[src/rtl/daq_pkg.sv]
// Shared types and default sizes for the DAQ circular-buffer controller.
package daq_pkg;

    localparam int ADDR_W_DEF = 10;
    localparam int DATA_W_DEF = 8;
    localparam int DEPTH_DEF  = 1 << ADDR_W_DEF;
    localparam int DROP_CNT_W = 16;

    // Which side owns the single RAM port this cycle.
    typedef enum logic [1:0] {
        G_IDLE,
        G_WRITE,
        G_READ
    } grant_e;

    // Side that wins the next contested cycle.
    typedef enum logic {
        P_WRITE,
        P_READ
    } prio_e;

endpackage

[src/rtl/daq_arbiter.sv]
// Single-port arbiter: grants the RAM port to the writer or the reader.
// Contested cycles alternate strictly between the two sides.
module daq_arbiter
    import daq_pkg::*;
(
    input  logic   want_w,
    input  logic   want_r,
    input  prio_e  prio,
    output grant_e grant,
    output prio_e  prio_next
);

    // Grant decision and priority hand-off for the next contested cycle.
    // NOTE: every output gets a default first so no path leaves a latch.
    always_comb begin
        grant     = G_IDLE;
        prio_next = prio;
        if (want_w && want_r) begin
            if (prio == P_WRITE) begin
                grant     = G_WRITE;
                prio_next = P_READ;
            end else begin
                grant     = G_READ;
                prio_next = P_WRITE;
            end
        end else if (want_w) begin
            grant = G_WRITE;
        end else if (want_r) begin
            grant = G_READ;
        end
    end

endmodule

[src/rtl/daq_buffer_ctrl.sv]
// Circular-buffer controller for the single-port DAQ_RAM.
// Writer and reader share one RAM access per clock through daq_arbiter.
// Optional feature macro: DAQ_DROP_EN (no upstream backpressure; bytes that
// cannot be stored are dropped and reported through overflow/drop_cnt).
module daq_buffer_ctrl
    import daq_pkg::*;
#(
    parameter int ADDR_W = ADDR_W_DEF,
    parameter int DATA_W = DATA_W_DEF
) (
    input  logic                  Clock,
    input  logic                  Reset,
    input  logic [DATA_W-1:0]     in_data,
    input  logic                  in_valid,
    output logic                  in_ready,
    input  logic                  rd_req,
    output logic                  rd_ack,
    output logic [DATA_W-1:0]     rd_data,
    output logic                  rd_valid,
    output logic [ADDR_W:0]       count,
    output logic                  empty,
    output logic                  full,
`ifdef DAQ_DROP_EN
    output logic                  overflow,
    input  logic                  ovf_clr,
    output logic [DROP_CNT_W-1:0] drop_cnt,
`endif
    output logic [ADDR_W-1:0]     ram_addr,
    output logic [DATA_W-1:0]     ram_wdata,
    output logic                  ram_we,
    output logic                  ram_ce,
    input  logic [DATA_W-1:0]     ram_q
);

    localparam int DEPTH = 1 << ADDR_W;
    localparam int CNT_W = ADDR_W + 1;

    logic [ADDR_W-1:0] wr_ptr;
    logic [ADDR_W-1:0] rd_ptr;
    logic [CNT_W-1:0]  count_q;
    prio_e             prio_q;
    prio_e             prio_next;
    grant_e            grant;
    logic              rd_valid_q;
    logic [DATA_W-1:0] rd_data_q;
    logic [ADDR_W-1:0] last_addr;
    logic              want_w;
    logic              want_r;
    logic              do_write;
    logic              do_read;

    assign full  = (count_q == CNT_W'(DEPTH));
    assign empty = (count_q == '0);
    assign count = count_q;

    // Requests are masked during reset so nothing is granted then.
`ifdef DAQ_DROP_EN
    logic lost;
    assign want_w   = in_valid && !Reset;
    assign do_write = (grant == G_WRITE) && !full;
    assign in_ready = !Reset;
    // Any presented byte that does not land in the RAM is lost.
    assign lost     = in_valid && !Reset && !do_write;
`else
    assign want_w   = in_valid && !full && !Reset;
    assign do_write = (grant == G_WRITE);
    assign in_ready = (grant == G_WRITE);
`endif
    assign want_r  = rd_req && !empty && !Reset;
    assign do_read = (grant == G_READ);
    assign rd_ack  = do_read;

    daq_arbiter u_arbiter (
        .want_w    (want_w),
        .want_r    (want_r),
        .prio      (prio_q),
        .grant     (grant),
        .prio_next (prio_next)
    );

    // RAM pin drive; the address holds its last value while idle.
    always_comb begin
        ram_addr  = last_addr;
        ram_wdata = in_data;
        ram_we    = 1'b0;
        ram_ce    = 1'b0;
        if (do_write) begin
            ram_addr = wr_ptr;
            ram_we   = 1'b1;
            ram_ce   = 1'b1;
        end else if (do_read) begin
            ram_addr = rd_ptr;
            ram_ce   = 1'b1;
        end
    end

    // The RAM output is unregistered: data for a read shows up on ram_q the
    // cycle after the access, which is exactly the rd_valid cycle.
    assign rd_valid = rd_valid_q && !Reset;
    assign rd_data  = rd_valid ? ram_q : rd_data_q;

    // Pointers, fill count, priority and read-return state.
    // NOTE: state registers use non-blocking assignments so every flop
    // samples values from before the edge.
    always_ff @(posedge Clock) begin
        if (Reset) begin
            wr_ptr     <= '0;
            rd_ptr     <= '0;
            count_q    <= '0;
            prio_q     <= P_WRITE;
            rd_valid_q <= 1'b0;
            rd_data_q  <= '0;
            last_addr  <= '0;
        end else begin
            if (do_write) wr_ptr <= wr_ptr + ADDR_W'(1);
            if (do_read)  rd_ptr <= rd_ptr + ADDR_W'(1);
            case ({do_write, do_read})
                2'b10:   count_q <= count_q + CNT_W'(1);
                2'b01:   count_q <= count_q - CNT_W'(1);
                default: count_q <= count_q;
            endcase
            prio_q     <= prio_next;
            rd_valid_q <= do_read;
            if (rd_valid) rd_data_q <= ram_q;
            if (ram_ce)   last_addr <= ram_addr;
        end
    end

`ifdef DAQ_DROP_EN
    // Sticky overflow flag and saturating lost-byte counter.
    always_ff @(posedge Clock) begin
        if (Reset) begin
            overflow <= 1'b0;
            drop_cnt <= '0;
        end else begin
            if (lost)         overflow <= 1'b1;
            else if (ovf_clr) overflow <= 1'b0;
            if (lost && (drop_cnt != '1)) drop_cnt <= drop_cnt + DROP_CNT_W'(1);
        end
    end
`endif

endmodule

[config.mk]
export PLATFORM = sky130hd
export DESIGN_NAME = daq_buffer_ctrl
export DESIGN_NICKNAME = d
export VERILOG_FILES = /design/src/rtl/daq_pkg.sv /design/src/rtl/daq_arbiter.sv /design/src/rtl/daq_buffer_ctrl.sv
export SDC_FILE = /design/constraint.sdc
export NUM_CORES = 1
export LEC_CHECK = 0
export CORE_ASPECT_RATIO = 1.4
export CORE_MARGIN = 1.5
export CORE_UTILIZATION = 25
export CTS_CLUSTER_SIZE = 10
export DETAILED_ROUTE_END_ITERATION = 7
export PLACE_DENSITY = 0.56
export SYNTH_ARGS = -nofsm -noshare
export SYNTH_HDL_FRONTEND = slang
export SYNTH_SLANG_ARGS = --single-unit
[constraint.sdc]
create_clock -name Clock -period 9 [get_ports Clock]
set_input_delay 1.35 -clock Clock [delete_from_list [all_inputs] [get_ports Clock]]
set_output_delay 1.35 -clock Clock [all_outputs]
set_load 0.01 [all_outputs]
==> impl_metrics.toml, run 1 <==
[logic_synthesis]
netlist_area_mm2 = 0.00285
seq_area_frac_synth_pct = 35.8
yosysWarnings = 0
async_reset_ff_share_pct = 0
synth_nets = 365
yosysTopAreaCell = "dfxtp_1"
synth_top_area_share_pct = 35.8
synth_edf_count = 0
synth_top_flop_cell = "dfxtp_1"
ys_types = 46
syn_avg_cell_area_um2 = 8.62
synthCells = 331
netlist_top_cells_area = "dfxtp_1, mux2i_1, ha_1"
yosys_register_bits = 51

[pwr]
power_density_mw_per_mm2 = 238
ir_drop_uv = 110
p_leak_nw = 1.36

[run]
maxCapViolCount = 0

[place]
place.gp.congestion = 0.801
dp_hpwl_um = 4820
portBuffers = 47
dp_cells = 501

[global_route]
grt_overflow = 0
grt_max_degree = 49
grt_pass1_vias = 2298
track_usage_pct = 11.5
antenna_found_initial = 0
grt_pass1_wl_um = 11100

[clock_network]
cts.sinks = 51
root_buffer = "clkbuf_16"
path_clk_slew_ps = 60
numCtsBuffers = 5
post_cts_resized = 0
cts_tree = "built"
cts_buffer_depth = 2
htreeDepth = 2
cts_post_setup_buffers_inserted = 0
cts_hold_buffers = 0
clk_latency_ps = 280

[critical_path]
cp-end-kind = "output port"
worstPathArrival_ps = 4650
rr_startpoint = "count[0]"
cp_max_fo = 48
cp-start-kind = "input pin"
required_ps = 7650
crit_type = "input pin to output port"
r2r_cells = 11
worstReg2RegEnd = "count[10]"
r2r_setup_slack_ps = 5430

[finish]
nNetsFinal = 398
multi_input_area_mm2 = 0.00166
syn_to_final_growth_pct = 23.1
drive_gt1_share_pct = 5.75
seq_area_mm2 = 0.00102
fill_cells = 1201
insertedDiodeCount = 0
stdcell_count = 509

[sta]
fin_tns_setup_ps = 0
holdWs_ps = 498
fin_crit_sh_pct = 66.7
fin_worst_skew_ps = 3.96
setup_viol = 0
finalCriticalPeriod_ps = 6000
max_freq_mhz = 167
finalMaxSlewViolations = 0
relSlewSlack_pct = 38.4
hold_viol_final = 0
tightestPinTransition_ps = 924
rsz0062_at_grt = "no"

[floorplanning]
io_pins = 64
die_height_um = 129
coreArea_mm2 = 0.0112
die_w_um = 93.3
initial_core_util_pct = 25.4
rows = 46
die_area_mm2 = 0.0121

[detailed_routing]
wirelength_um = 6740
drt-vias-per-instance = 4.69
vias = 2387
firstDrtPassIters = 4
ant_nets = 0
wl_per_cell_um = 13.2
initialDrtViolationCount = 73
drc = 0

[hold_path]
min_to = "last_addr[2]"
min_delay_path_depth = 2
hp-start = "last_addr[2]"
hold_class = "register to register"

[run_status]
outcome = "finished clean"
-- cell usage in the layout, fill, tap and decap left out, types with 4 or more instances in the layout --
cell type	instances
clkbuf_16	5
nand4_1	4
and2_1	9
ha_1	13
a211oi_1	5
mux2_2	9
xor2_1	16
and3_1	9
inv_1	6
o21ai_0	19
mux2i_1	24
clkdlybuf4s50_1	47
nand2_1	33
nor2_1	41
a21oi_1	14
dfxtp_1	51
or3_1	6
o211ai_1	4
nand3_1	6
-- report_power, final --
part           switching (mW)  internal, mW  leakage [nW]  total (mW)
Clock                  0.0787         0.103        0.0679       0.182
Sequential             0.0303         0.250         0.412       0.281
Combinational           0.205         0.170         0.881       0.374
-- state kept, by name, indices dropped and copies added (netlist names) --
signal,cells
rd_ptr,10
count,11
prio_q,1
last_addr,10
wr_ptr,10
rd_valid_q,1
rd_data_q,8
-- through the flow --
stage	power [mW]	util [%]	setup slack (ps)	area [um^2]
after floorplan	0.539	-	4540	2850
after global placement	0.657	30.1	2980	3370
after detailed placement	0.660	30.1	2930	3370
after CTS	0.847	31.3	2910	3510
after global routing	0.893	31.3	2700	3510
final	0.837	31.3	3000	3510
-- cell usage after synthesis, drive strengths merged, types with 5 or more instances --
cell type and number:
a211oi 5, a21oi 14, and2 10, and3 9, buf 15, clkbuf 8
dfxtp 51, ha 13, inv 7, mux2 9, mux2i 24, nand2 33
nand3 7, nor2 41, o21ai 20, or3 6, xor2 16
-- worst max-delay path: stages --
cell and delay [ps]:
clkdlybuf4s50_1 460, buf_4 420, inv_1 280, nand3_1 150, ha_1 560, buf_4 380, mux2i_1 110, o21ai_0 310
clkdlybuf4s50_1 610
-- per-layer routing --
layer  routed length, um  up-vias  track usage [%]  share of wire [%]
met1                3150     1107             14.4                 47
met2                3280       42             19.6                 49
met4                 110        0             3.39                1.6
met5                   0        -                0                  0
met3                 190       11             2.64                2.8
li1                    -     1227                -                  -
-- layout make-up --
class,count,share of cell area [%]
timing repair buffer,49,13.8
sequential,51,29.1
clock buffer,7,3.78
inverter,7,0.748
clock inverter,1,0.143
multi-input combinational,250,47.3
tap,144,5.13
-- logic make-up (layout without fill, tap and decap cells) --
family,count (synthesis),after routing,share of synthesized area (%)
simple gates,124,124,20.9
mux,33,33,12.0
compound gates,61,61,13.4
flops,51,51,35.8
xor+xnor,18,18,5.53
buf+inv,30,64,6.01
fa+ha+maj,14,14,6.40
-- worst max path at each step --
stage	start	slack, ps	end
floorplan	Reset	4540	ram_addr[3]
global route	Reset	2700	ram_addr[0]
finish	Reset	3000	ram_addr[0]
CTS	Reset	2910	ram_addr[0]
global placement	Reset	2980	ram_addr[0]
detailed placement	Reset	2930	ram_addr[0]
Power figures use the tool's default switching activity.
==> run 2, diff against run 1 <==
clock period = 5.7 ns   (was 9 ns; I/O delays follow)
==> impl_metrics.toml, run 2 (same netlist as run 1, synthesis figures left out) <==
[detailed_routing]
vias = 2425
drc = 0
wl_per_cell_um = 13.6
initialDrtViolationCount = 87
firstDrtPassIters = 5
ant_nets = 0
wirelength_um = 6950
drt-vias-per-instance = 4.75

[hold_path]
hp-start = "last_addr[2]"
min_delay_path_depth = 2
min_to = "last_addr[2]"
hold_class = "register to register"

[critical_path]
cp-start-kind = "input pin"
cp_max_fo = 9
cp-end-kind = "output port"
required_ps = 4850
crit_type = "input pin to output port"
rr_startpoint = "count[0]"
worstPathArrival_ps = 3420
cp-startpoint = "rd_req"
r2r_cells = 12
worstReg2RegEnd = "count[10]"
r2r_setup_slack_ps = 1860

[sta]
finalCriticalPeriod_ps = 4280
setup_viol = 0
relSlewSlack_pct = 44.9
fin_crit_sh_pct = 75.1
hold_viol_final = 0
fin_worst_skew_ps = 4.20
holdWs_ps = 500
tightestPinTransition_ps = 827
finalMaxSlewViolations = 0
rsz0062_at_grt = "no"
fin_tns_setup_ps = 0
max_freq_mhz = 234

[finish]
layout_common_cells = "dfxtp_1, clkdlybuf4s50_1, nor2_1"
largest_reg_flops = 11
insertedDiodeCount = 0
final_area_mm2 = 0.00352
syn_to_final_growth_pct = 23.3
final_common_cell = "dfxtp_1"
stdcell_count = 510
nNetsFinal = 399
drive_gt1_share_pct = 6.01

[pwr]
p_leak_nw = 1.37
power_density_mw_per_mm2 = 379
ir_drop_uv = 138

[clock_network]
cts_tree = "built"
cts_post_setup_buffers_inserted = 0
numCtsBuffers = 5
path_clk_slew_ps = 70
cts_hold_buffers = 0
clk_latency_ps = 290
root_buffer = "clkbuf_16"
cts_buffer_depth = 2
post_cts_resized = 0
cts.sinks = 51
htreeDepth = 2

[floorplanning]
io_pins = 64
rows = 46
die_height_um = 129
die_area_mm2 = 0.0121
die_w_um = 93.3
initial_core_util_pct = 25.4
coreArea_mm2 = 0.0112

[run_status]
outcome = "finished clean"

[global_route]
grt_pass1_vias = 2306
track_usage_pct = 11.8
grt_max_degree = 46
antenna_found_initial = 0
grt_overflow = 0
grt_pass1_wl_um = 11400

[place]
place_area_mm2 = 0.00338
place.gp.congestion = 0.806
dp_hpwl_um = 5090
dp_cells = 502
portBuffers = 47

[run]
maxCapViolCount = 0
[run 2: changes by cell type in the layout (fill, tap and decap cells not counted)]
cell   previous run  this run
buf_4             2         3
[run 2: how the worst max path moves through the flow]
| stage | to | cells past startpoint |
|---|---|---|
| 5_1_grt | ram_addr[0] | 8 |
| 3_3_place_gp | ram_addr[0] | 7 |
| 4_1_cts | ram_addr[0] | 8 |
| 6_report | ram_addr[7] | 8 |
| 2_1_floorplan | ram_addr[3] | 8 |
| 3_5_place_dp | ram_addr[0] | 7 |
[run 2: stage by stage]
| stage | worst slack (ps) | total power [mW] | utilization, % |
|---|---|---|---|
| after floorplan | 2230 | 0.851 | - |
| after global placement | 1450 | 1.04 | 30.1 |
| after detailed placement | 1420 | 1.05 | 30.1 |
| after CTS | 1360 | 1.34 | 31.3 |
| after global routing | 1120 | 1.43 | 31.3 |
| final | 1420 | 1.33 | 31.3 |
[run 2: critical path: stages]
cell	delay [ps]
clkdlybuf4s50_1	500
nor3b_1	240
o21a_1	190
ha_1	400
buf_4	280
mux2i_1	90
o21ai_0	260
clkdlybuf4s50_1	610
[run 2: per-layer routing]
metal,part of all wire (%),global-route usage [%],vias up,routed length (um)
met1,45,14.8,1133,3160
met4,1.1,3.30,0,76
li1,-,-,1222,-
met3,4.2,2.35,9,292
met5,0,0,-,0
met2,49,20.4,61,3420
[run 2: cell type report]
cell class | count | area, um^2
fillers | 1186 | 7700
multi-input cells | 250 | 1660
flip-flops and latches | 51 | 1020
repair buffers | 50 | 493
well taps | 144 | 180
clock buffers | 7 | 133
inverters | 7 | 26.3
clock inverters | 1 | 5.00
[run 2: where the power goes]
group	switching (mW)	total [mW]	internal, mW	leakage [nW]
Clock	0.130	0.293	0.163	0.0679
Combinational	0.326	0.597	0.271	0.886
Sequential	0.0487	0.444	0.395	0.412
Total	0.505	1.33	0.829	1.37
